===== config.mk =====
export PLATFORM = sky130hd
export DESIGN_NAME = branch_pc_unit
export DESIGN_NICKNAME = d
export VERILOG_FILES = /design/src/rtl/core_pkg.sv /design/src/rtl/branch_cond.sv /design/src/rtl/branch_pc_unit.sv
export SDC_FILE = /design/constraint.sdc
export NUM_CORES = 1
export LEC_CHECK = 0
export ABC_AREA = 1
export CORE_MARGIN = 10
export CORE_UTILIZATION = 40
export DETAILED_ROUTE_END_ITERATION = 6
export GPL_ROUTABILITY_DRIVEN = 0
export PLACE_DENSITY = 0.64
export SLEW_MARGIN = 20
export SYNTH_ARGS = -nofsm -noshare
export SYNTH_HDL_FRONTEND = slang
export SYNTH_SLANG_ARGS = --single-unit

===== constraint.sdc =====
create_clock -name clk -period 2.95 [get_ports clk]
set_clock_uncertainty 0.2 [all_clocks]
set_input_delay 0.59 -clock clk [delete_from_list [all_inputs] [get_ports clk]]
set_output_delay 0.59 -clock clk [all_outputs]
set_load 0.01 [all_outputs]

===== src/rtl/core_pkg.sv =====
//------------------------------------------------------------------------------
// Module  : core_pkg
// Purpose : Shared definitions for the RV32I core PC and branch logic.
//           Holds the branch funct3 encodings, the fetch-side state enum and
//           the sequential PC step.
// Rev     : 1.0  initial release
//------------------------------------------------------------------------------
`default_nettype none

package core_pkg;

  // Branch comparison encodings carried in funct3
  localparam logic [2:0] F3_BEQ  = 3'b000;
  localparam logic [2:0] F3_BNE  = 3'b001;
  localparam logic [2:0] F3_BLT  = 3'b100;
  localparam logic [2:0] F3_BGE  = 3'b101;
  localparam logic [2:0] F3_BLTU = 3'b110;
  localparam logic [2:0] F3_BGEU = 3'b111;

  // Byte distance between consecutive 32-bit instructions
  localparam logic [31:0] PC_STEP = 32'd4;

  // Fetch-side state
  typedef enum logic [1:0] {
    BOOT = 2'b00,
    RUN  = 2'b01,
    TRAP = 2'b10
  } pc_state_t;

endpackage : core_pkg

`default_nettype wire


===== src/rtl/branch_cond.sv =====
//------------------------------------------------------------------------------
// Module  : branch_cond
// Purpose : Purely combinational branch condition evaluation. Maps funct3
//           and the ALU compare flags (rs1 vs rs2) to a single cond bit.
//           Shared with the hazard unit.
// Ports   : funct3   in  3  branch type
//           alu_zero in  1  rs1 == rs2
//           alu_lt   in  1  rs1 <  rs2 (signed)
//           alu_ltu  in  1  rs1 <  rs2 (unsigned)
//           cond     out 1  branch condition satisfied
// Rev     : 1.0  initial release
//------------------------------------------------------------------------------
`default_nettype none

module branch_cond
  import core_pkg::*;
(
  input  logic [2:0] funct3,
  input  logic       alu_zero,
  input  logic       alu_lt,
  input  logic       alu_ltu,
  output logic       cond
);

  always_comb begin
    cond = 1'b0;
    unique case (funct3)
      F3_BEQ:  cond =  alu_zero;
      F3_BNE:  cond = ~alu_zero;
      F3_BLT:  cond =  alu_lt;
      F3_BGE:  cond = ~alu_lt;
      F3_BLTU: cond =  alu_ltu;
      F3_BGEU: cond = ~alu_ltu;
      // 010 and 011 are not branch encodings; never taken
      default: cond = 1'b0;
    endcase
  end

endmodule : branch_cond

`default_nettype wire


===== src/rtl/branch_pc_unit.sv =====
//------------------------------------------------------------------------------
// Module  : branch_pc_unit
// Purpose : Program-counter and branch-target stage. Resolves branch, JAL and
//           JALR in EX, owns the fetch PC register and presents it to
//           instruction memory with a valid/ready handshake.
// Ports   : clk, rst_n                 clock, async active-low reset
//           op_shift_left  in  32      B/J-type byte offset (imm << 1)
//           imm            in  32      I-type immediate (JALR only)
//           rs1_data       in  32      JALR base
//           ex_pc          in  32      PC of the EX instruction
//           ex_valid       in  1       EX holds a real instruction
//           is_branch/is_jal/is_jalr   one-hot control from decode
//           funct3         in  3       branch type
//           alu_zero/lt/ltu            compare flags
//           fetch_ready    in  1       imem accepts fetch_pc
//           fetch_pc       out 32      fetch address
//           fetch_valid    out 1       fetch request valid
//           flush          out 1       kill IF/ID (combinational)
//           link_addr      out 32      ex_pc + 4
//           misalign       out 1       sticky misaligned-target trap
//           taken_count    out 32      saturating redirect counter
// Rev     : 1.0  initial release
//------------------------------------------------------------------------------
`default_nettype none

module branch_pc_unit
  import core_pkg::*;
#(
  parameter logic [31:0] RESET_VECTOR = 32'h0000_0000
) (
  input  logic        clk,
  input  logic        rst_n,
  input  logic [31:0] op_shift_left,
  input  logic [31:0] imm,
  input  logic [31:0] rs1_data,
  input  logic [31:0] ex_pc,
  input  logic        ex_valid,
  input  logic        is_branch,
  input  logic        is_jal,
  input  logic        is_jalr,
  input  logic [2:0]  funct3,
  input  logic        alu_zero,
  input  logic        alu_lt,
  input  logic        alu_ltu,
  input  logic        fetch_ready,
  output logic [31:0] fetch_pc,
  output logic        fetch_valid,
  output logic        flush,
  output logic [31:0] link_addr,
  output logic        misalign,
  output logic [31:0] taken_count
);

  pc_state_t   r_state;
  pc_state_t   w_state_nxt;
  logic [31:0] r_fetch_pc;
  logic [31:0] w_fetch_pc_nxt;
  logic [31:0] r_taken_count;
  logic        w_count_inc;

  logic        w_cond;
  logic        w_taken;
  logic [31:0] w_jalr_sum;
  logic [31:0] w_target;
  logic [31:0] w_next_seq;

  branch_cond u_branch_cond (
    .funct3   (funct3),
    .alu_zero (alu_zero),
    .alu_lt   (alu_lt),
    .alu_ltu  (alu_ltu),
    .cond     (w_cond)
  );

  assign w_taken    = ex_valid & (is_jal | is_jalr | (is_branch & w_cond));
  assign w_jalr_sum = rs1_data + imm;
  // JALR clears bit 0 of the sum; branch and JAL are PC-relative
  assign w_target   = is_jalr ? (w_jalr_sum & ~32'h1) : (ex_pc + op_shift_left);
  assign w_next_seq = r_fetch_pc + PC_STEP;

  always_comb begin
    w_state_nxt    = r_state;
    w_fetch_pc_nxt = r_fetch_pc;
    w_count_inc    = 1'b0;
    flush          = 1'b0;
    unique case (r_state)
      BOOT: begin
        w_state_nxt = RUN;
      end
      RUN: begin
        // Redirect wins over a stalled fetch
        if (w_taken) begin
          flush = 1'b1;
          if (w_target[1]) begin
            w_state_nxt = TRAP;
          end else begin
            w_fetch_pc_nxt = w_target;
            w_count_inc    = 1'b1;
          end
        end else if (fetch_ready) begin
          w_fetch_pc_nxt = w_next_seq;
        end
      end
      TRAP: begin
        w_state_nxt = TRAP;
      end
      default: begin
        w_state_nxt = BOOT;
      end
    endcase
  end

  always_ff @(posedge clk or negedge rst_n) begin
    if (!rst_n) begin
      r_state       <= BOOT;
      r_fetch_pc    <= RESET_VECTOR;
      r_taken_count <= 32'h0;
    end else begin
      r_state    <= w_state_nxt;
      r_fetch_pc <= w_fetch_pc_nxt;
      if (w_count_inc && (r_taken_count != 32'hFFFF_FFFF)) begin
        r_taken_count <= r_taken_count + 32'd1;
      end
    end
  end

  assign fetch_pc    = r_fetch_pc;
  assign fetch_valid = (r_state == RUN);
  assign misalign    = (r_state == TRAP);
  assign taken_count = r_taken_count;
  assign link_addr   = ex_pc + PC_STEP;

endmodule : branch_pc_unit

`default_nettype wire


==> results of run 1 <==
[worst min path at each step]
stage	slack, ns	end	depth (start not counted)
after floorplan	0.09	fetch_pc[0]	0
after global placement	0.32	fetch_pc[31]	2
after detailed placement	0.32	fetch_pc[31]	2
after CTS	0.27	taken_count[10]	2
after global routing	0.30	taken_count[8]	2
final	0.24	taken_count[8]	2
[cell families after synthesis]
family,share of synthesized area
adder cells (fa/ha/maj),0.0900
other,0.000384
XOR/XNOR,0.0691
buffers and inverters,0.120
AND/OR/NAND/NOR,0.452
flip-flops,0.167
AO/OA/AOI/OAI,0.102
[what timing repair did]
action	in CTS	in global routing
setup buffers	4	5
resized for setup	113	39
setup endpoints to repair	28	39
endpoints found under the hold margin	0	0
pin swaps	18	22
[power by group through the flow]
| stage | combinational (mW) | clock (mW) | sequential [mW] |
|---|---|---|---|
| 2_1_floorplan | 1.84 | 0 | 1.71 |
| 3_3_place_gp | 3.69 | 0 | 1.69 |
| 3_5_place_dp | 3.72 | 0 | 1.70 |
| 4_1_cts | 3.74 | 1.20 | 1.69 |
| 5_1_grt | 4.16 | 1.25 | 1.74 |
| 6_report | 3.74 | 1.18 | 1.70 |
[routing by layer]
layer | track usage | share of wire | up-vias
met5 | 0 | 0 | -
met4 | 0.0685 | 0.024 | 0
met3 | 0.0438 | 0.078 | 52
met2 | 0.364 | 0.44 | 452
met1 | 0.308 | 0.46 | 5507
li1 | - | - | 6263
[worst max-delay path: stages]
cell	delay (ns)
clkdlybuf4s15_1	0.23
nand2_2	0.09
nor2_4	0.12
nand3b_1	0.12
inv_2	0.13
nand4_1	0.18
buf_4	0.20
xor2_1	0.16
clkdlybuf4s15_1	0.26
[cell type report]
| type | count | area [sq um] |
|---|---|---|
| sequential | 65 | 1630 |
| fill | 2371 | 9730 |
| multi-input combinational | 1364 | 7130 |
| inverter | 260 | 981 |
| clock buffer | 11 | 253 |
| tap | 324 | 405 |
| clock inverter | 5 | 77.6 |
| timing repair buffer | 442 | 3970 |
[cells in the final DEF (no fill, tap or decap), drive strengths merged, types with 56 or more instances in the layout]
master and n:
dfrtp 65, nand3 103, a21oi 85, o21ai 68, inv 260, nand2 621
buf 220, xor2 59, clkdlybuf4s50 195, ha 67, nor2 195, nor3 56
[registers in the layout, indices dropped and copies added, names as in the netlist]
name and cells:
r_state 2, fetch_pc 31, taken_count 32
[through the flow]
stage	worst slack, ns	cell area, sq um	setup TNS (ns)	util
CTS	0.000287	14300	0	0.592
finish	0.0769	14400	0	0.597
floorplan	0.200	9760	0	-
detailed placement	-0.942	14000	-24.54	0.577
global route	-0.0372	14400	-0.0789	0.597
global placement	-0.882	14000	-22.24	0.577
==> impl_metrics.tcl, run 1 <==
set metrics [dict create \
    core-area_sq_mm 0.0242 \
    clkLatencyLatePin_ns 0.34 \
    ys_warn_count 0 \
    grt_pass1_vias 11500 \
    ctsHoldBuffers 0 \
    rr_worst_depth 13 \
    p_seq_frac 0.257 \
    ys.flop_type "dfrtp_1" \
    criticalPathCategory "in2out" \
    yosysMostFrequentCell "nand2_1" \
    fin_crit_sh 0.974 \
    regToRegEndpoint "taken_count[12]" \
    start_util 0.404 \
    power_density_mw_per_mm2 459 \
    synth_edf_count 0 \
    synth_top_area_share 0.237 \
    start_kind "input pin" \
    fp.dieH_um 176 \
    setup_violations 0 \
    via_count 12300 \
    synthTopCellsByArea "nand2_1 24%, dfrtp_1 17%, inv_1 9.8%" \
    worst_slew_pin_slew_ns 0.875 \
    max_cap_violations 0 \
    rows 57 \
    endpoint_kind "primary output" \
    hold_viol 0 \
    cts_buffers 9 \
    clockPowerShare 0.178 \
    grt_max_degree 66 \
    area_delta_synth_final_pct 48.0 \
    peakVddDrop_mv 0.387 \
    io_buffers 238 \
    grt.total_usage 0.229 \
    final_max_slew_viol_count 0 \
    instances_no_fill 2471 \
    fin_total_pwr_mw 6.63 \
    switchingPower_mw 2.82 \
    wire_per_inst_um 14.9 \
    layout-drive-gt1-share 0.147 \
    cp-endpoint "link_addr[22]" \
    grt_pass1_wl_mm 58.8 \
    fmax_mhz 348 \
    crit_fanout 3 \
    synth_commonest_cells "616 x nand2_1, 255 x inv_1, 189 x nor2_1" \
    ys_async_sr_fraction 1.00 \
    p_int_mw 3.80 \
    crit_arrival_ns 2.08 \
    syn_inst 1716 \
    power_frac_comb 0.565 \
    syn_area_sq_mm 0.00976 \
    syn_nets 1926 \
    diodes 0 \
    pin_count 240 \
    r2r_slack_ns 0.39 \
    die_w_um 176 \
    drc 0 \
    leakagePower_nw 7.53 \
    dp_hpwl_mm 31.3 \
    cts.clk_slew.worst_paths_ns 0.05 \
    ys_ff_latch 65 \
    grt_remaining_overflow 0 \
    period_minus_slack_ns 2.87 \
    first_pass_iters 6 \
    swShare 0.426 \
    final_nets 2352 \
    drt_wl_total_mm 36.8 \
    tritoncts "done" \
    clk_path_buf_depth 2 \
    dieArea_sq_mm 0.0311 \
    cts_max_level 3 \
    ys_seq_area_frac 0.167 \
    dp.cells 2448 \
    r2r-start "taken_count[1]" \
    hp-class "in2async" \
    slew_headroom 0.417 \
    status "finished, final reports clean" \
    antenna_found_initial 0 \
    crit_start "ex_pc[7]" \
    first_iter_violations 956 \
    vias_per_cell 4.97 \
    synth_cell_type_count 46 \
    antenna_left 0 \
    worst_hold_slack_ns 0.236 \
    cp.required_ns 2.16 \
    cts.sinks 65 \
    syn_avg_cell_area_sq_um 5.69 \
    cts_root_buffer "clkbuf_16" \
    yosysTopAreaCell "nand2_1" \
]
No activity file was read; power rests on OpenSTA's default activity.
==> inputs of run 2 (changes only) <==
DONT_BUFFER_PORTS = 1   (was unset)
PLACE_DENSITY = 0.51   (was 0.64)
==> run 2 against run 1 <==
First-iteration DRC count fell by 18%. Global-route usage fell by 0.64 points. Clock-buffer cell count fell by 1. Worst hold slack improved by 0.078 ns. Wire length fell by 3.7%. Critical endpoint is now link_addr[28]. Die area did not move. Maximum frequency rose by 1.9%.
==> impl_metrics.tcl, run 2 (synthesis results as in run 1) <==
set metrics [dict create \
    status "finished, final reports clean" \
    start_util 0.404 \
    worst_slew_pin_slew_ns 0.715 \
    crit_top_cell "nand3_2" \
    max_cap_violations 0 \
    largest_reg_flops 32 \
    layout-drive-gt1-share 0.0492 \
    grt_pass1_vias 9876 \
    dp_hpwl_mm 30.1 \
    core-area_sq_mm 0.0242 \
    cp.required_ns 2.16 \
    crit_start "ex_pc[2]" \
    rsz0062_at_grt "no" \
    slew_headroom 0.519 \
    grt_remaining_overflow 0 \
    crit_family "simple AND/OR/NAND/NOR gates" \
    r2r-start "taken_count[1]" \
    io_buffers 0 \
    cts_root_buffer "clkbuf_16" \
    criticalPathCategory "in2out" \
    dr_wl_met3_mm 3.01 \
    cts_max_level 3 \
    holdCritStartpoint "ex_pc[0]" \
    first_pass_iters 5 \
    mostFrequentLayoutCells "616 x nand2_1, 254 x inv_1, 188 x nor2_1" \
    fp.dieH_um 176 \
    setup_violations 0 \
    worst_hold_slack_ns 0.314 \
    vias_per_cell 5.13 \
    final_nets 1931 \
    drt_wl_total_mm 35.5 \
    die_w_um 176 \
    totalNegativeSetupSlack_ns 0 \
    start_kind "input pin" \
    wire_per_inst_um 17.3 \
    drt-met1-wl_mm 16.5 \
    antenna_found_initial 0 \
    grt.total_usage 0.223 \
    area_delta_synth_final_pct 7.68 \
    cts_buffers 9 \
    clkLatencyLatePin_ns 0.34 \
    cts.clk_slew.worst_paths_ns 0.06 \
    grt_pass1_wl_mm 55.2 \
    crit_buf_inv 2 \
    tritoncts "done" \
    fin_crit_sh 0.955 \
    endpoint_kind "primary output" \
    slowest_delay_ns 0.18 \
    drc 0 \
    period_minus_slack_ns 2.82 \
    crit_chain "ha_2, nand3_2, nor2_4, nand3b_1, inv_2, nand3_2, nor2_2, nand2_1, nor2_1, nand3_1, xnor2_1, buf_4" \
    crit_fanout 4 \
    rows 57 \
    diodes 0 \
    routed.top_layer "met4" \
    hp-class "in2reg" \
    wl_met2_mm 15.7 \
    power_density_mw_per_mm2 522 \
    first_iter_violations 788 \
    dieArea_sq_mm 0.0311 \
    hold_viol 0 \
    grt_max_degree 66 \
    peakVddDrop_mv 0.261 \
    cts.sinks 65 \
    pin_count 240 \
    clk_path_buf_depth 2 \
    via_count 10500 \
    mostFrequentLayoutCell "nand2_1" \
    crit_arrival_ns 2.03 \
    leakagePower_nw 5.58 \
    final_max_slew_viol_count 0 \
    antenna_left 0 \
    fmax_mhz 355 \
    slowest_stage "ha_2" \
]
run 2: cell types whose count changed in the layout (fill, tap and decap cells not counted), moves of 4 or more:
cell	before	now
clkdlybuf4s50_1	195	0
buf_4	194	18
dlygate4sd2_1	16	0
buf_2	12	0
buf_12	10	1
nand2_1	607	616
nand2_2	13	4
nor3_1	46	52
dlymetal6s2s_1	5	0
buf_6	4	0
nor2_1	184	188
nor2_4	7	3
run 2: tightest hold or removal path: stages:
cell,delay [ns]
ha_1,0.10
nand3_1,0.06
o21ai_0,0.06
run 2: worst paths after layout:
| check | endpoint | slack [ns] | cells past startpoint |
|---|---|---|---|
| worst max-delay path | link_addr[28] | 0.13 | 12 |
| worst min-delay path | fetch_pc[0] | 0.31 | 3 |
| worst max register to register | taken_count[18] | 0.29 | 13 |
| worst min register to register | r_state[0] | 0.39 | 2 |
| max in group asynchronous | fetch_pc[30] | 1.66 | 2 |
| min in group asynchronous | taken_count[8] | 0.58 | 2 |
run 2: final cells by class:
cell class	instances	area, sq um
inverters	260	981
clock buffers	10	229
flip-flops and latches	65	1630
multi-input cells	1364	6990
fillers	2724	13700
clock inverters	6	92.6
repair buffers	21	193
well taps	324	405
run 2: metal layers:
layer / global-route usage / vias up
met5: 0 / -
li1: - / 5426
met4: 0.0251 / 0
met3: 0.0562 / 18
met2: 0.357 / 360
met1: 0.303 / 4718
run 2: power by group:
part	leakage (nW)	internal, mW	switching (mW)	total (mW)
logic	4.62	0.852	1.54	2.39
registers	0.815	1.21	0.697	1.91
clock network	0.149	0.743	0.442	1.19
total	5.58	2.80	2.68	5.48
run 2: repair_timing:
action                                  in CTS  in global routing
endpoints found under the setup margin       0                  3
setup buffers                                0                  2
endpoints found under the hold margin       65                  0
gates resized for setup                      0                  7
hold buffers                                 2                  0
run 2: through the flow:
stage	std cells	utilization	total power, mW	area [sq um]	setup slack, ns
finish	2050	0.435	5.48	10500	0.132
floorplan	1716	-	3.55	9760	0.200
CTS	2048	0.433	5.52	10500	0.0241
global route	2050	0.435	5.96	10500	0.0128
global placement	2030	0.418	4.27	10100	0.0599
detailed placement	2030	0.418	4.29	10100	0.0348
